<file path="src/rtl/mul4_pkg.sv">
// Shared types and sizes for the 4x4 sequential shift-add multiplier.
package mul4_pkg;

  localparam int unsigned WIDTH  = 4;
  localparam int unsigned CNT_W  = 3;
  localparam int unsigned PROD_W = 8;

  typedef enum logic [1:0] {
    IDLE,
    CALC,
    DONE
  } state_e;

endpackage

</file>
<file path="src/rtl/add_sub.sv">
// 4-bit adder/subtractor: S=0 gives a+b, S=1 gives a-b, as a 5-bit result.
module add_sub (
  input  logic [3:0] a,
  input  logic [3:0] b,
  input  logic       S,
  output logic [4:0] sum,
  output logic       cout
);

  always_comb begin
    sum = S ? ({1'b0, a} - {1'b0, b}) : ({1'b0, a} + {1'b0, b});
  end

  assign cout = sum[4];

endmodule

</file>
<file path="src/rtl/mul4_seq_ctrl.sv">
// Sequential 4x4 unsigned shift-add multiplier: four CALC cycles per product.
// Define ZERO_SKIP_EN to send zero-operand starts straight to DONE.
module mul4_seq_ctrl #(
  parameter int unsigned WIDTH = 4
) (
  input  logic                 clk,
  input  logic                 rst,
  input  logic                 start,
  input  logic [WIDTH-1:0]     a,
  input  logic [WIDTH-1:0]     b,
  output logic                 busy,
  output logic                 done,
  output logic [2*WIDTH-1:0]   product
);
  import mul4_pkg::*;

  state_e             state_q, state_d;
  logic [WIDTH-1:0]   m_q, m_d;
  logic [WIDTH-1:0]   q_q, q_d;
  logic [WIDTH-1:0]   acc_q, acc_d;
  logic [CNT_W-1:0]   cnt_q, cnt_d;
  logic [PROD_W-1:0]  prod_q, prod_d;
  logic [WIDTH:0]     sum;
  logic [WIDTH:0]     s5;
  logic               unused_cout;
  logic               zero_op;
  logic               accept;
  logic               last_calc;

`ifdef ZERO_SKIP_EN
  assign zero_op = (a == '0) || (b == '0);
`else
  assign zero_op = 1'b0;
`endif

  assign accept    = start && (state_q == IDLE || state_q == DONE);
  assign last_calc = (state_q == CALC) && (cnt_q == CNT_W'(WIDTH - 1));

  add_sub u_add_sub (
    .a    (acc_q),
    .b    (m_q),
    .S    (1'b0),
    .sum  (sum),
    .cout (unused_cout)
  );

  assign s5 = q_q[0] ? sum : {1'b0, acc_q};

  always_ff @(posedge clk or posedge rst) begin
    if (rst) begin
      state_q <= IDLE;
    end else begin
      state_q <= state_d;
    end
  end

  always_comb begin
    state_d = state_q;
    unique case (state_q)
      IDLE, DONE: begin
        if (start) state_d = zero_op ? DONE : CALC;
        else       state_d = IDLE;
      end
      CALC: begin
        if (last_calc) state_d = DONE;
      end
      default: state_d = IDLE;
    endcase
  end

  always_comb begin
    busy = (state_q == CALC);
    done = (state_q == DONE);
  end

  // Datapath: {acc,q} shifts right one place per CALC edge with the adder carry in.
  always_comb begin
    m_d    = m_q;
    q_d    = q_q;
    acc_d  = acc_q;
    cnt_d  = cnt_q;
    prod_d = prod_q;
    if (accept) begin
      m_d   = a;
      q_d   = b;
      acc_d = '0;
      cnt_d = '0;
      if (zero_op) prod_d = '0;
    end else if (state_q == CALC) begin
      acc_d = s5[WIDTH:1];
      q_d   = {s5[0], q_q[WIDTH-1:1]};
      cnt_d = cnt_q + 1'b1;
      if (last_calc) prod_d = {s5, q_q[WIDTH-1:1]};
    end
  end

  always_ff @(posedge clk or posedge rst) begin
    if (rst) begin
      m_q    <= '0;
      q_q    <= '0;
      acc_q  <= '0;
      cnt_q  <= '0;
      prod_q <= '0;
    end else begin
      m_q    <= m_d;
      q_q    <= q_d;
      acc_q  <= acc_d;
      cnt_q  <= cnt_d;
      prod_q <= prod_d;
    end
  end

  assign product = prod_q;

endmodule

</file>
<file path="config.mk">
export PLATFORM = sky130hd
export DESIGN_NAME = mul4_seq_ctrl
export DESIGN_NICKNAME = d
export VERILOG_FILES = /design/src/rtl/mul4_pkg.sv /design/src/rtl/add_sub.sv /design/src/rtl/mul4_seq_ctrl.sv
export SDC_FILE = /design/constraint.sdc
export NUM_CORES = 1
export LEC_CHECK = 0
export ABC_AREA = 0
export BUFFER_PORTS_ARGS = -buffer_cell sky130_fd_sc_hd__buf_2
export CAP_MARGIN = 20
export CORE_MARGIN = 5
export CORE_UTILIZATION = 40
export CTS_BUF_LIST = sky130_fd_sc_hd__clkbuf_4 sky130_fd_sc_hd__clkbuf_8 sky130_fd_sc_hd__clkbuf_16
export CTS_CLUSTER_DIAMETER = 60
export DETAILED_ROUTE_END_ITERATION = 10
export SETUP_SLACK_MARGIN = 0.5
export SLEW_MARGIN = 20
export SYNTH_ARGS = -nofsm -noshare
export SYNTH_HDL_FRONTEND = slang
export SYNTH_SLANG_ARGS = --single-unit
</file>
<file path="constraint.sdc">
create_clock -name clk -period 1.85 [get_ports clk]
set_input_delay 0.2775 -clock clk [delete_from_list [all_inputs] [get_ports clk]]
set_output_delay 0.2775 -clock clk [all_outputs]
set_load 0.03 [all_outputs]
</file>
# Word-level counts from Yosys, hierarchy flattened
# Cells that the tools add are included.
[word_totals]
out_inout_bits = 10
wordCells = 30
inputBits = 11
latch_bits = 0
rom_bits = 0
register_bits = 25
ramBits = 0
n_memories = 0
[classes]
n_reduce_logical = 7
mul = 0
div_mod_pow = 0
add_sub_neg = 2
eq_ne = 4
n_mux = 10
bitwise = 1
n_lt_le_gt_ge = 0
shift = 0
[op_table]
columns = ["operator", "count"]
rows = [
  ["2-to-1 mux 4 bit", 4],
  ["2-to-1 mux 3 bit", 2],
  ["adder 4 x 4 -> 5 bit", 1],
  ["2-to-1 mux 5 bit", 1],
  ["one-hot mux 2 bit (2 select lines)", 1],
  ["adder 3 x 1 -> 3 bit (second input constant)", 1],
  ["== test 3 x 2 -> 1 bit (second input constant)", 1],
  ["AND reduction 3 bit", 1],
  ["== test 2 x 1 -> 1 bit (second input constant)", 1],
  ["== test 2 bit (second input constant)", 1],
  ["logical AND 1 bit", 2],
  ["zero test 2 bit", 1],
  ["2-to-1 mux 2 bit", 1],
  ["inequality test 2 x 1 -> 1 bit (second input constant)", 1],
  ["nonzero test 2 bit", 1],
  ["OR reduction 2 bit", 1],
  ["logical OR 1 bit", 1],
  ["2-to-1 mux 1 bit", 1],
  ["inverter 1 bit", 1],
]

# Logic depth before layout (Yosys ltp)
# Gate-level depths: netlist of run 1.
[logic_depth]
word_depth = 5
mapped_depth = 8

# Modules after synthesis
# From an unflattened synthesis of run 1, not the netlist that was laid out.
[hier_totals]
hier_cells = 107
hier_area_um2 = 1272.5
[modules_own_cells]
columns = ["module", "seq_area_each_um2", "instances", "area_per_inst_um2", "cells_each"]
rows = [
  ["mul4_seq_ctrl", 625.6, 1, 1056.0, 79],
  ["add_sub", 0.0, 1, 216.5, 28],
]

# Worst setup path before layout of run 1
# OpenSTA, ideal clock, no wires.
[synth_timing]
path_kind = "register to register"
startpoint = "register acc_q[0]"
endpoint = "register acc_q[0]"
required_time_ps = 1728
stages_incl_launch_ff = 6
arrival_ps = 1450
slack_ps = 278
n_path_buf = 0
path_cell_list = "dfrtp_1 > ha_1 > fa_1 > mux2i_1 > nand2_1 > a32o_1"
[synth_between]
elab_chain_cells = 4
[synth_rtl]
columns = ["item", "line_no", "text"]
rows = [
  ["from (decl)", "mul4_seq_ctrl.sv:20", "logic [WIDTH-1:0] acc_q, acc_d;"],
  ["from (signal assigned)", "mul4_seq_ctrl.sv:101", "acc_q <= '0;"],
  ["from (signal assigned)", "mul4_seq_ctrl.sv:107", "acc_q <= acc_d;"],
  ["adder 4 x 4 -> 5 bit", "add_sub.sv:11", "sum = S ? ({1'b0, a} - {1'b0, b}) : ({1'b0, a} + {1'b0, b});"],
  ["2-to-1 mux 5 bit", "mul4_seq_ctrl.sv:47", "assign s5 = q_q[0] ? sum : {1'b0, acc_q};"],
  ["2-to-1 mux 4 bit", "mul4_seq_ctrl.sv:89", "end else if (state_q == CALC) begin"],
  ["2-to-1 mux 4 bit", "mul4_seq_ctrl.sv:83", "if (accept) begin"],
]
# No other way between the ends. The select of a mux whose other input is x is not followed.
# A chain may end at the register's enable or synchronous reset.

# Final worst setup path of run 1
# Same ends and word-level chain as after synthesis.

==> impl_summary.txt, run 1 <==
----------------------------------------------------
[Min path]
  Cell count of the worst hold path ... 3
  Path class of the lowest-slack min-delay path ... in2reg

[Layout]
  Layout fillers ... 284
  Final net count ... 188
  Summed area of non-filler cells in the final layout ... 1683 sq um
  Count of antenna diodes in the layout ... 0
  Area overhead of the layout relative to synthesis ... 31.99%
  Fraction of layout cells with a size suffix above 1 ... 39.05%
  Post-layout util ... 55.12%

[Worst setup path]
  Critical Path AT ... 1.83 ns
  Slowest stage delay, CP ... 0.42 ns
  Worst-path fanout max ... 2
  CP max-delay cell ... sky130_fd_sc_hd__dfrtp_1
  Startpoint class of the critical path ... register
  Capturing element type of the critical path ... register
  Worst Reg-to-Reg Cells ... 5
  Critical-path cell list ... ha_2 -> fa_2 -> mux2i_1 -> nand2_1 -> a32o_1
  Type of the worst setup path ... reg2reg
  WP data required ... 2.08 ns

[Global routing]
  Initial antenna violation count ... 0
  Vias in the first global route ... 1050
  Pin count of the biggest net entering global routing ... 26
  Aggregate global routing overflow ... 0
  Total GRT Usage ... 13.97%
  First-pass GRT wire length ... 4664 microns

[CTS]
  Number of buffers created by CTS ... 3
  Number of sinks handled by clock tree synthesis ... 25
  Root Driver ... sky130_fd_sc_hd__clkbuf_4
  H-Tree Depth ... 1
  Clock tree from TritonCTS ... yes
  CTS clock-pin slew for the worst setup and hold paths ... 0.13 ns
  Maximum buffer depth of the clock tree ... 2
  Latest clock arrival within the worst-skew pair ... 0.32 ns

[Placement]
  Detailed-placement wirelength estimate ... 1860 microns
  Final estimated routing congestion in global placement ... 0.8177
  Placed inst area ... 1443 sq um
  Port buffer count ... 20
  Post-place setup slack ... 0.1939 ns

[Outcome]
  Status ... completed

[Synth]
  Area share of the largest cell type after synthesis ... 49.07%
  Top FF cell, synth ... sky130_fd_sc_hd__dfrtp_1
  Cell type with the largest total area after synthesis ... sky130_fd_sc_hd__dfrtp_1
  Number of library cell types mapped by synthesis ... 30
  Total nets after synthesis ... 146
  Synthesized area ... 1275 sq um
  Fraction of registers with async set or reset after synthesis ... 100.0%
  Post-Syn Instances ... 128
  Count of state elements after synthesis ... 25
  Sequential area share after synthesis ... 49.07%
  Mapped Avg Cell Area ... 9.961 sq um
  Top cells by area in the synthesized netlist ... sky130_fd_sc_hd__dfrtp_1 49%, sky130_fd_sc_hd__nand2_1 7.4%, sky130_fd_sc_hd__mux2i_1 6.3%
  Total number of yosys warnings ... 0
  Count of flip-flops with a built-in enable after synthesis ... 0

[STA]
  Final setup violation count ... 0
  Worst Setup Slack, final ... 0.2417 ns
  Final count of hold timing violations ... 0
  Headroom to the max-slew limit ... 77.15%
  Clock period minus final worst setup slack ... 1.608 ns
  Fraction of the cycle the final worst path needs ... 86.94%
  Actual transition at the worst max-transition pin ... 0.3428 ns
  Final slew viol count ... 0
  Post-Route Hold Slack ... 0.1369 ns
  Max frequency ... 621.8 MHz
  TNS Setup ... 0 ns
  RSZ-0062 raised after global routing ... yes
  Setup Skew ... 0.002269 ns

[Power and ir drop]
  Leak ... 0.0008187 uW
  Pwr/cell area ... 1849 nW/um^2
  Highest ir drop seen on vdd ... 0.7246 mV

[Floorplanning]
  Chip Width ... 66.46 microns
  Height of the die ... 66.46 microns
  Site Rows ... 20
  Effective utilization at floorplan ... 41.76%
  I/O pin count ... 21
  Die area ... 4416 sq um
  Core area ... 3053 sq um

[Drt]
  Average wire length per cell after detail routing ... 13.19 microns
  ANT nets after route ... 0
  Average via count per standard cell ... 4.723
  Drt drc ... 0
  Via total after detailed routing ... 1006
  WL final ... 2809 microns
  Initial DRT Pass Iterations ... 4
  DRT iter0 DRCs ... 9

[Run]
  Max_cap viols ... 0

----------------------------------------------------
-- metal layers --
layer / vias up / part of all wire, % / global-route usage (%)
met1: 464 / 46 / 17.32
li1: 517 / - / -
met2: 20 / 49 / 23.67
met3: 5 / 3.2 / 2.530
met5: - / 0 / 0
met4: 0 / 1.5 / 5.838
-- placed cells by master (no fill, tap or decap), drive strengths merged, types with 2 or more instances in the layout --
cell type  instances
a211oi             3
clkbuf             4
nor2b              5
nor2               3
buf               42
o21ai             13
nand3              2
inv                7
a21oi              7
nand2             27
nand2b             2
mux2               3
a31oi              2
dfrtp             25
mux2i              8
ha                 6
-- power breakdown --
part / total (uW) / internal (uW) / switching (uW)
clock network: 263 / 99.2 / 164
registers: 1010 / 807 / 204
logic: 1840 / 891 / 946
-- Yosys cell counts (all sizes together) (2+ instances only) --
library cell / n
a211oi: 3
a21oi: 7
a31oi: 2
buf: 4
clkbuf: 2
dfrtp: 25
ha: 6
inv: 7
mux2: 3
mux2i: 8
nand2: 27
nand2b: 2
nand3: 2
nor2: 3
nor2b: 5
o21ai: 13
-- path summary, 6_finish.rpt --
| path | start | endpoint | slack (ns) |
|---|---|---|---|
| max | acc_q[0] | acc_q[0] | 0.24 |
| min | a[3] | m_q[3] | 0.14 |
| max reg2reg | acc_q[0] | acc_q[0] | 0.24 |
| min reg2reg | product[4] | product[4] | 0.49 |
| max in group asynchronous | rst | acc_q[1] | 1.06 |
| min in group asynchronous | rst | product[2] | 0.53 |
-- worst max-delay path, delay by kind of cell, from the launching register on --
family                     cells  cell delay (ns)
DFF                            1             0.42
muxes                          1             0.18
AOI/OAI and AO/OA              1             0.25
adders and majority gates      2             0.60
and+or+nand+nor                1             0.07
-- stage by stage --
step           total power [uW]  std cells
5_1_grt                    3392        213
4_1_cts                    3032        211
6_report                   3111        213
3_3_place_gp               2378        190
2_1_floorplan              2084        128
3_5_place_dp               2427        190
-- timing repair --
| item | in CTS | in global routing |
|---|---|---|
| setup buffers | 16 | 2 |
| setup endpoints to repair | 14 | 19 |
| resized for setup | 14 | 7 |
| pin swaps | 4 | 3 |
| hold buffers | 1 | 0 |
| gates cloned | 0 | 0 |
| endpoints found under the hold margin | 25 | 0 |
-- registers in the layout (all words and copies together), names as in the netlist --
register	flops
state_q	2
m_q	4
q_q	4
acc_q	4
cnt_q	3
product	8
-- cell families after synthesis --
group	after synthesis	synth area share [%]
flops	25	49.07
xor+xnor	2	1.374
buf+inv	13	5.495
compound gates	29	13.25
fa+ha+maj	7	7.458
simple gates	41	14.43
mux	11	8.930
-- final cells by class --
| class | instances | area [sq um] | share of cell area [%] |
|---|---|---|---|
| Sequential cell | 25 | 626.9 | 37.25 |
| Inverter | 7 | 31.28 | 1.859 |
| Clock buffer | 4 | 30.03 | 1.784 |
| Multi-Input combinational cell | 90 | 644.4 | 38.29 |
| Tap cell | 44 | 55.05 | 3.271 |
| Timing Repair Buffer | 43 | 295.3 | 17.55 |
Power figures use the tool's default switching activity.
==> inputs of run 2 (changes only) <==
CELL_PAD_IN_SITES_DETAIL_PLACEMENT = 1   (was default)
CELL_PAD_IN_SITES_GLOBAL_PLACEMENT = 1   (was default)
CORE_MARGIN = default   (was 5)
PLACE_DENSITY_LB_ADDON = 0.1   (was default)
==> run 2 against run 1 <==
  * Highest routed layer unchanged
  * Maximum frequency shrank 1.9%
  * Critical path depth grew 2
  * Largest cell class unchanged
  * Hold slack gained 0.0048 ns
  * Via count grew 6.5%
  * Cell count grew 0.94%
  * Design area grew 2.3%
  * First-iteration DRC count grew to 5.2 times the previous value
  * Core utilization grew 1.7 points
  * Sequential power is essentially flat
==> impl_summary.txt, run 2 (synthesis results as in run 1) <==
----------------------------------------------------
[Placement]
  Detailed-placement wirelength estimate ... 2042 microns (was 1860 microns)
  Placed inst area ... 1443 sq um (unchanged)
  Final estimated routing congestion in global placement ... 0.7350 (was 0.8177)
  Port buffer count ... 20 (unchanged)
  Inst Count DP ... 190 (unchanged)

[Drt]
  ANT nets after route ... 0 (unchanged)
  Drt drc ... 0 (unchanged)
  Via total after detailed routing ... 1071 (was 1006)
  Average via count per standard cell ... 4.981 (was 4.723)
  Average wire length per cell after detail routing ... 14.85 microns (was 13.19 microns)
  Initial DRT Pass Iterations ... 4 (unchanged)
  WL final ... 3193 microns (was 2809 microns)
  DRT iter0 DRCs ... 47 (was 9)

[Layout]
  Area of the multi-input gates ... 655.6 sq um (was 644.4 sq um)
  Commonest non-fill, non-tap cells in the layout ... 24 x sky130_fd_sc_hd__nand2_1, 24 x sky130_fd_sc_hd__dfrtp_1, 21 x sky130_fd_sc_hd__buf_4, 18 x sky130_fd_sc_hd__buf_2, 8 x sky130_fd_sc_hd__mux2i_1 (was 24 x sky130_fd_sc_hd__nand2_1, 24 x sky130_fd_sc_hd__dfrtp_1, 20 x sky130_fd_sc_hd__buf_4, 18 x sky130_fd_sc_hd__buf_2, 8 x sky130_fd_sc_hd__mux2i_1)
  Layout fillers ... 355 (was 284)
  Number of standard cells in the final layout excluding fillers ... 215 (was 213)
  Max reg flops ... 8 (unchanged)
  Fraction of layout cells with a size suffix above 1 ... 39.77% (was 39.05%)
  Final net count ... 190 (was 188)
  Summed area of non-filler cells in the final layout ... 1722 sq um (was 1683 sq um)
  Area overhead of the layout relative to synthesis ... 35.03% (was 31.99%)
  Area used by sequential logic in the layout ... 626.9 sq um (unchanged)
  Count of antenna diodes in the layout ... 0 (unchanged)

[Run]
  Max_cap viols ... 0 (unchanged)

[STA]
  Final setup violation count ... 0 (unchanged)
  Final slew viol count ... 0 (unchanged)
  Actual transition at the worst max-transition pin ... 0.3338 ns (was 0.3428 ns)
  Max frequency ... 609.8 MHz (was 621.8 MHz)
  Fraction of the cycle the final worst path needs ... 88.64% (was 86.94%)
  Clock period minus final worst setup slack ... 1.640 ns (was 1.608 ns)
  Post-Route Hold Slack ... 0.1416 ns (was 0.1369 ns)
  RSZ-0062 raised after global routing ... yes (unchanged)
  Setup Skew ... 0.007158 ns (was 0.002269 ns)
  Headroom to the max-slew limit ... 77.74% (was 77.15%)
  Final count of hold timing violations ... 0 (unchanged)
  TNS Setup ... 0 ns (unchanged)

[CTS]
  Latest clock arrival within the worst-skew pair ... 0.32 ns (about the same)
  CTS clock-pin slew for the worst setup and hold paths ... 0.14 ns (was 0.13 ns)
  Root Driver ... sky130_fd_sc_hd__clkbuf_4 (unchanged)
  Clock tree from TritonCTS ... yes (unchanged)
  Number of buffers created by CTS ... 3 (unchanged)
  Number of sinks handled by clock tree synthesis ... 25 (unchanged)
  H-Tree Depth ... 1 (unchanged)
  Maximum buffer depth of the clock tree ... 2 (unchanged)

[Min path]
  Hold endpoint ... m_q[0] (was m_q[3])
  Cell count of the worst hold path ... 3 (unchanged)
  Path class of the lowest-slack min-delay path ... in2reg (unchanged)
  Worst Hold Launch ... a[0] (was a[3])

[Worst setup path]
  CP max-delay cell ... sky130_fd_sc_hd__dfrtp_1 (unchanged)
  Startpoint of the lowest-slack register-to-register path ... acc_q[0] (unchanged)
  Slowest stage delay, CP ... 0.42 ns (about the same)
  Reg2reg end ... product[5] (was acc_q[0])
  WP data required ... 2.06 ns (was 2.08 ns)
  Capturing element type of the critical path ... register (unchanged)
  Critical Path AT ... 1.85 ns (was 1.83 ns)
  Startpoint class of the critical path ... register (unchanged)
  Critical-path cell list ... ha_2 -> fa_2 -> xnor2_1 -> nand2_1 -> buf_4 -> o21ai_2 -> o21ai_1 (was ha_2 -> fa_2 -> mux2i_1 -> nand2_1 -> a32o_1)
  Worst Reg-to-Reg Cells ... 7 (was 5)
  Worst-path fanout max ... 2 (unchanged)
  Slack of the worst reg-to-reg path ... 0.21 ns (was 0.24 ns)
  Type of the worst setup path ... reg2reg (unchanged)

[Power and ir drop]
  Leak ... 0.0008426 uW (was 0.0008187 uW)
  Pwr/cell area ... 1873 nW/um^2 (was 1849 nW/um^2)
  Highest ir drop seen on vdd ... 0.7250 mV (was 0.7246 mV)

[Floorplanning]
  Height of the die ... 58.46 microns (was 66.46 microns)
  Chip Width ... 58.46 microns (was 66.46 microns)
  Core area ... 3028 sq um (was 3053 sq um)
  I/O pin count ... 21 (unchanged)
  Effective utilization at floorplan ... 42.11% (was 41.76%)
  Site Rows ... 20 (unchanged)
  Die area ... 3417 sq um (was 4416 sq um)

[Global routing]
  Vias in the first global route ... 1116 (was 1050)
  Initial antenna violation count ... 0 (unchanged)
  First-pass GRT wire length ... 5319 microns (was 4664 microns)
  Total GRT Usage ... 20.90% (was 13.97%)
  Aggregate global routing overflow ... 0 (unchanged)
  Pin count of the biggest net entering global routing ... 26 (unchanged)

[Outcome]
  Status ... completed (unchanged)

----------------------------------------------------
run 2: cell count changes in the layout (fill, tap and decap cells not counted), sizes merged:
cell / before / now
buf: 42 / 44
run 2: final cells by class:
| class | count | share of cell area [%] |
|---|---|---|
| multi-input cells | 90 | 38.08 |
| flip-flops and latches | 25 | 36.41 |
| repair buffers | 45 | 18.75 |
| well taps | 44 | 3.198 |
| inverters | 7 | 1.817 |
| clock buffers | 4 | 1.744 |
run 2: per-stage QoR:
stage	total power, uW	setup slack, ns	util (%)
3_5_place_dp	2463	0.2014	47.64
6_report	3225	0.2102	56.86
2_1_floorplan	2084	0.3211	-
5_1_grt	3487	0.1552	56.86
3_3_place_gp	2389	0.2469	47.64
4_1_cts	3011	0.2119	54.05
run 2: repair_timing:
item	in CTS	in global routing
hold endpoints to repair	25	0
resized for setup	9	12
buffers inserted	15	5
pin swaps	7	6
hold buffers	1	0
endpoints found under the setup margin	14	19
run 2: worst max-delay path by stage:
stage,endpoint,startpoint
2_1_floorplan,acc_q[0],acc_q[0]
3_3_place_gp,acc_q[0],acc_q[0]
3_5_place_dp,acc_q[0],acc_q[0]
4_1_cts,acc_q[0],acc_q[0]
5_1_grt,acc_q[0],acc_q[0]
6_report,product[5],acc_q[0]
run 2: worst max-delay path: cells and delay by family, from the launching register on:
kind / cells / cell delay (ns)
fa+ha+maj: 2 / 0.57
flops: 1 / 0.42
xor+xnor: 1 / 0.15
buf+inv: 1 / 0.15
compound gates: 2 / 0.14
simple gates: 1 / 0.10
run 2: power breakdown:
part,total [uW],internal (uW),switching [uW]
Sequential,1010,808,200
Clock,262,99.0,163
Combinational,1950,944,1010
Total,3230,1850,1370
run 2: layer usage:
| metal | vias up | part of all wire [%] | track usage, % |
|---|---|---|---|
| li1 | 521 | - | - |
| met3 | 4 | 2.3 | 2.857 |
| met5 | - | 0 | 0 |
| met4 | 0 | 1.0 | 8.163 |
| met2 | 16 | 49 | 33.99 |
| met1 | 530 | 47 | 28.45 |
==> inputs of run 3 (changes only) <==
--- a/config.mk
+++ b/config.mk
@@ -16,4 +16,5 @@
 export DETAILED_ROUTE_END_ITERATION = 10
 export PLACE_DENSITY_LB_ADDON = 0.1
+export REMOVE_ABC_BUFFERS = 1
 export SETUP_SLACK_MARGIN = 0.5
 export SLEW_MARGIN = 20
==> constraint.sdc (replaced) <==
create_clock -name clk -period 1.85 [get_ports clk]
set_input_delay 0.0925 -clock clk [delete_from_list [all_inputs] [get_ports clk]]
set_output_delay 0.0925 -clock clk [all_outputs]
set_load 0.03 [all_outputs]
==> run 3 against run 2 <==
  * Count of clock-buffer cells in the layout fell by 1
  * Cell count fell by 2.3%
  * Critical path type unchanged
  * Sequential share of layout area rose by 1.2 points
==> impl_summary.txt, run 3 (synthesis results as in run 1) <==
----------------------------------------------------
[Outcome]
  Status ... completed (unchanged)

[Power and ir drop]
  Power share of the sequential group ... 33.5% (was 31.3%)
  Leak ... 0.0008027 uW (was 0.0008426 uW)
  Overall power after layout ... 3053 uW (was 3225 uW)
  Fraction of power consumed by combinational cells ... 58.2% (was 60.6%)
  Highest ir drop seen on vdd ... 0.5874 mV (was 0.7250 mV)
  Pwr/cell area ... 1830 nW/um^2 (was 1873 nW/um^2)
  Switching power share of the total ... 43.40% (was 42.63%)
  Switch Pwr ... 1325 uW (was 1375 uW)
  Clock share of power ... 8.3% (was 8.1%)
  P_int ... 1728 uW (was 1850 uW)

[Worst setup path]
  WP data required ... 2.07 ns (was 2.06 ns)
  Startpoint of the lowest-slack register-to-register path ... m_q[2] (was acc_q[0])
  CP Launch Point ... m_q[2] (was acc_q[0])
  Worst-path fanout max ... 3 (was 2)
  Startpoint class of the critical path ... register (unchanged)
  Critical Path AT ... 1.85 ns (about the same)
  Capturing element type of the critical path ... register (unchanged)
  Slack of the worst reg-to-reg path ... 0.22 ns (was 0.21 ns)
  Type of the worst setup path ... reg2reg (unchanged)

[Placement]
  Inst Count DP ... 190 (unchanged)
  Post-place setup slack ... 0.1096 ns (was 0.2014 ns)
  Detailed-placement wirelength estimate ... 1992 microns (was 2042 microns)
  Port buffer count ... 20 (unchanged)
  Final estimated routing congestion in global placement ... 0.7011 (was 0.7350)

[Floorplanning]
  Chip Width ... 58.46 microns (unchanged)
  Site Rows ... 20 (unchanged)
  I/O pin count ... 21 (unchanged)
  Core area ... 3028 sq um (unchanged)
  Height of the die ... 58.46 microns (unchanged)
  Die area ... 3417 sq um (unchanged)
  Effective utilization at floorplan ... 42.11% (unchanged)

[CTS]
  CTS clock-pin slew for the worst setup and hold paths ... 0.13 ns (was 0.14 ns)
  Number of sinks handled by clock tree synthesis ... 25 (unchanged)
  Maximum buffer depth of the clock tree ... 2 (unchanged)
  H-Tree Depth ... 1 (unchanged)
  Root Driver ... sky130_fd_sc_hd__clkbuf_4 (unchanged)
  Number of buffers created by CTS ... 3 (unchanged)
  Clock tree from TritonCTS ... yes (unchanged)
  Latest clock arrival within the worst-skew pair ... 0.33 ns (was 0.32 ns)

[Global routing]
  Aggregate global routing overflow ... 0 (unchanged)
  Grt met1 use ... 23.70% (was 28.45%)
  Total GRT Usage ... 18.65% (was 20.90%)
  Pin count of the biggest net entering global routing ... 26 (unchanged)
  Grt met3 use ... 2.857% (unchanged)
  Vias in the first global route ... 1058 (was 1116)
  Initial antenna violation count ... 0 (unchanged)
  GR peak layer ... met2 (unchanged)
  First-pass GRT wire length ... 4781 microns (was 5319 microns)
  Global-route track usage on met2 ... 32.02% (was 33.99%)

[STA]
  Worst Setup Slack, final ... 0.2155 ns (was 0.2102 ns)
  RSZ-0062 raised after global routing ... yes (unchanged)
  Fraction of the cycle the final worst path needs ... 88.35% (was 88.64%)
  Final setup violation count ... 0 (unchanged)
  TNS Setup ... 0 ns (unchanged)
  Clock period minus final worst setup slack ... 1.634 ns (was 1.640 ns)
  Headroom to the max-slew limit ... 77.76% (was 77.74%)
  Final count of hold timing violations ... 0 (unchanged)
  Max frequency ... 611.8 MHz (was 609.8 MHz)
  Setup Skew ... 0.01269 ns (was 0.007158 ns)
  Actual transition at the worst max-transition pin ... 0.3301 ns (was 0.3338 ns)
  Final slew viol count ... 0 (unchanged)

[Drt]
  Via total after detailed routing ... 1040 (was 1071)
  Initial DRT Pass Iterations ... 4 (unchanged)
  Average wire length per cell after detail routing ... 13.78 microns (was 14.85 microns)
  ANT nets after route ... 0 (unchanged)
  Drt drc ... 0 (unchanged)
  DRT iter0 DRCs ... 24 (was 47)
  WL final ... 2893 microns (was 3193 microns)
  Average via count per standard cell ... 4.952 (was 4.981)

[Layout]
  Area overhead of the layout relative to synthesis ... 30.81% (was 35.03%)
  Layout fillers ... 348 (was 355)
  Max reg flops ... 8 (unchanged)
  Count of antenna diodes in the layout ... 0 (unchanged)
  Fraction of layout cells with a size suffix above 1 ... 36.14% (was 39.77%)
  Final net count ... 185 (was 190)
  Number of standard cells in the final layout excluding fillers ... 210 (was 215)
  Leading cell type in the layout, fill and taps excluded ... sky130_fd_sc_hd__nand2_1
  Commonest non-fill, non-tap cells in the layout ... 24 x sky130_fd_sc_hd__nand2_1, 23 x sky130_fd_sc_hd__dfrtp_1, 18 x sky130_fd_sc_hd__buf_2, 14 x sky130_fd_sc_hd__buf_4, 8 x sky130_fd_sc_hd__o21ai_1 (was 24 x sky130_fd_sc_hd__nand2_1, 24 x sky130_fd_sc_hd__dfrtp_1, 21 x sky130_fd_sc_hd__buf_4, 18 x sky130_fd_sc_hd__buf_2, 8 x sky130_fd_sc_hd__mux2i_1)

[Min path]
  Path class of the lowest-slack min-delay path ... in2reg (unchanged)
  Worst Hold Launch ... b[0] (was a[0])

[Run]
  Max_cap viols ... 0 (unchanged)

----------------------------------------------------
## run 3: cell types whose count changed in the layout (fill, tap and decap cells not counted), moves of 2 or more
| cell | previous run | this run |
|---|---|---|
| sky130_fd_sc_hd__o21ai_0 | 7 | 5 |
| sky130_fd_sc_hd__o21ai_1 | 5 | 8 |
| sky130_fd_sc_hd__dlygate4sd3_1 | 1 | 5 |
| sky130_fd_sc_hd__buf_4 | 21 | 14 |
## run 3: critical path, stage by stage (launching register included)
cell and delay (ns):
sky130_fd_sc_hd__dfrtp_1 0.44, sky130_fd_sc_hd__ha_4 0.26, sky130_fd_sc_hd__a21o_2 0.19, sky130_fd_sc_hd__or3_4 0.37, sky130_fd_sc_hd__a31oi_4 0.20, sky130_fd_sc_hd__o21ai_1 0.09
## run 3: layout make-up
cell class / count / area (sq um) / share of cell area [%]
well taps: 44 / 55.05 / 3.301
clock inverters: 1 / 5.005 / 0.3001
flip-flops and latches: 25 / 628.1 / 37.66
multi-input cells: 90 / 649.4 / 38.93
clock buffers: 3 / 22.52 / 1.350
repair buffers: 40 / 279.0 / 16.73
inverters: 7 / 28.78 / 1.725
## run 3: metal layers
metal	vias up	share of wire (%)	wire length, microns
met4	0	1.3	39
met3	5	2.5	73
li1	511	-	-
met1	507	48	1376
met2	17	49	1404
met5	-	0	0
## run 3: per-stage QoR
stage | area, sq um | util [%] | hold WS, ns
after floorplan | 1234 | - | 0.1198
after global placement | 1419 | 46.86 | 0.1603
after CTS | 1609 | 53.14 | 0.03956
after global routing | 1668 | 55.08 | 0.06008
after detailed placement | 1419 | 46.86 | 0.1683
final | 1668 | 55.08 | 0.04059
## run 3: path summary, 6_finish.rpt
path                              endpoint  depth (start not counted)
worst max-delay path              acc_q[2]                          5
max in group asynchronous           q_q[0]                          4
min in group asynchronous       state_q[1]                          4
worst max register to register    acc_q[2]                          5
worst min register to register  product[6]                          2
worst min-delay path                q_q[0]                          3
## run 3: power groups by stage
stage	Combinational [uW]	Clock, uW	Sequential (uW)
after floorplan	784	0	1190
after global placement	1290	0	1030
after detailed placement	1340	0	1050
after CTS	1650	261	1010
after global routing	1960	282	1060
final	1780	252	1020
## run 3: what timing repair did
action                     in CTS  in global routing
pin swaps                       9                  8
setup endpoints to repair      19                 16
gates cloned                    0                  0
hold buffers                    5                  0
buffers inserted                8                  3
hold endpoints to repair       29                  0
gates resized for setup        19                 11
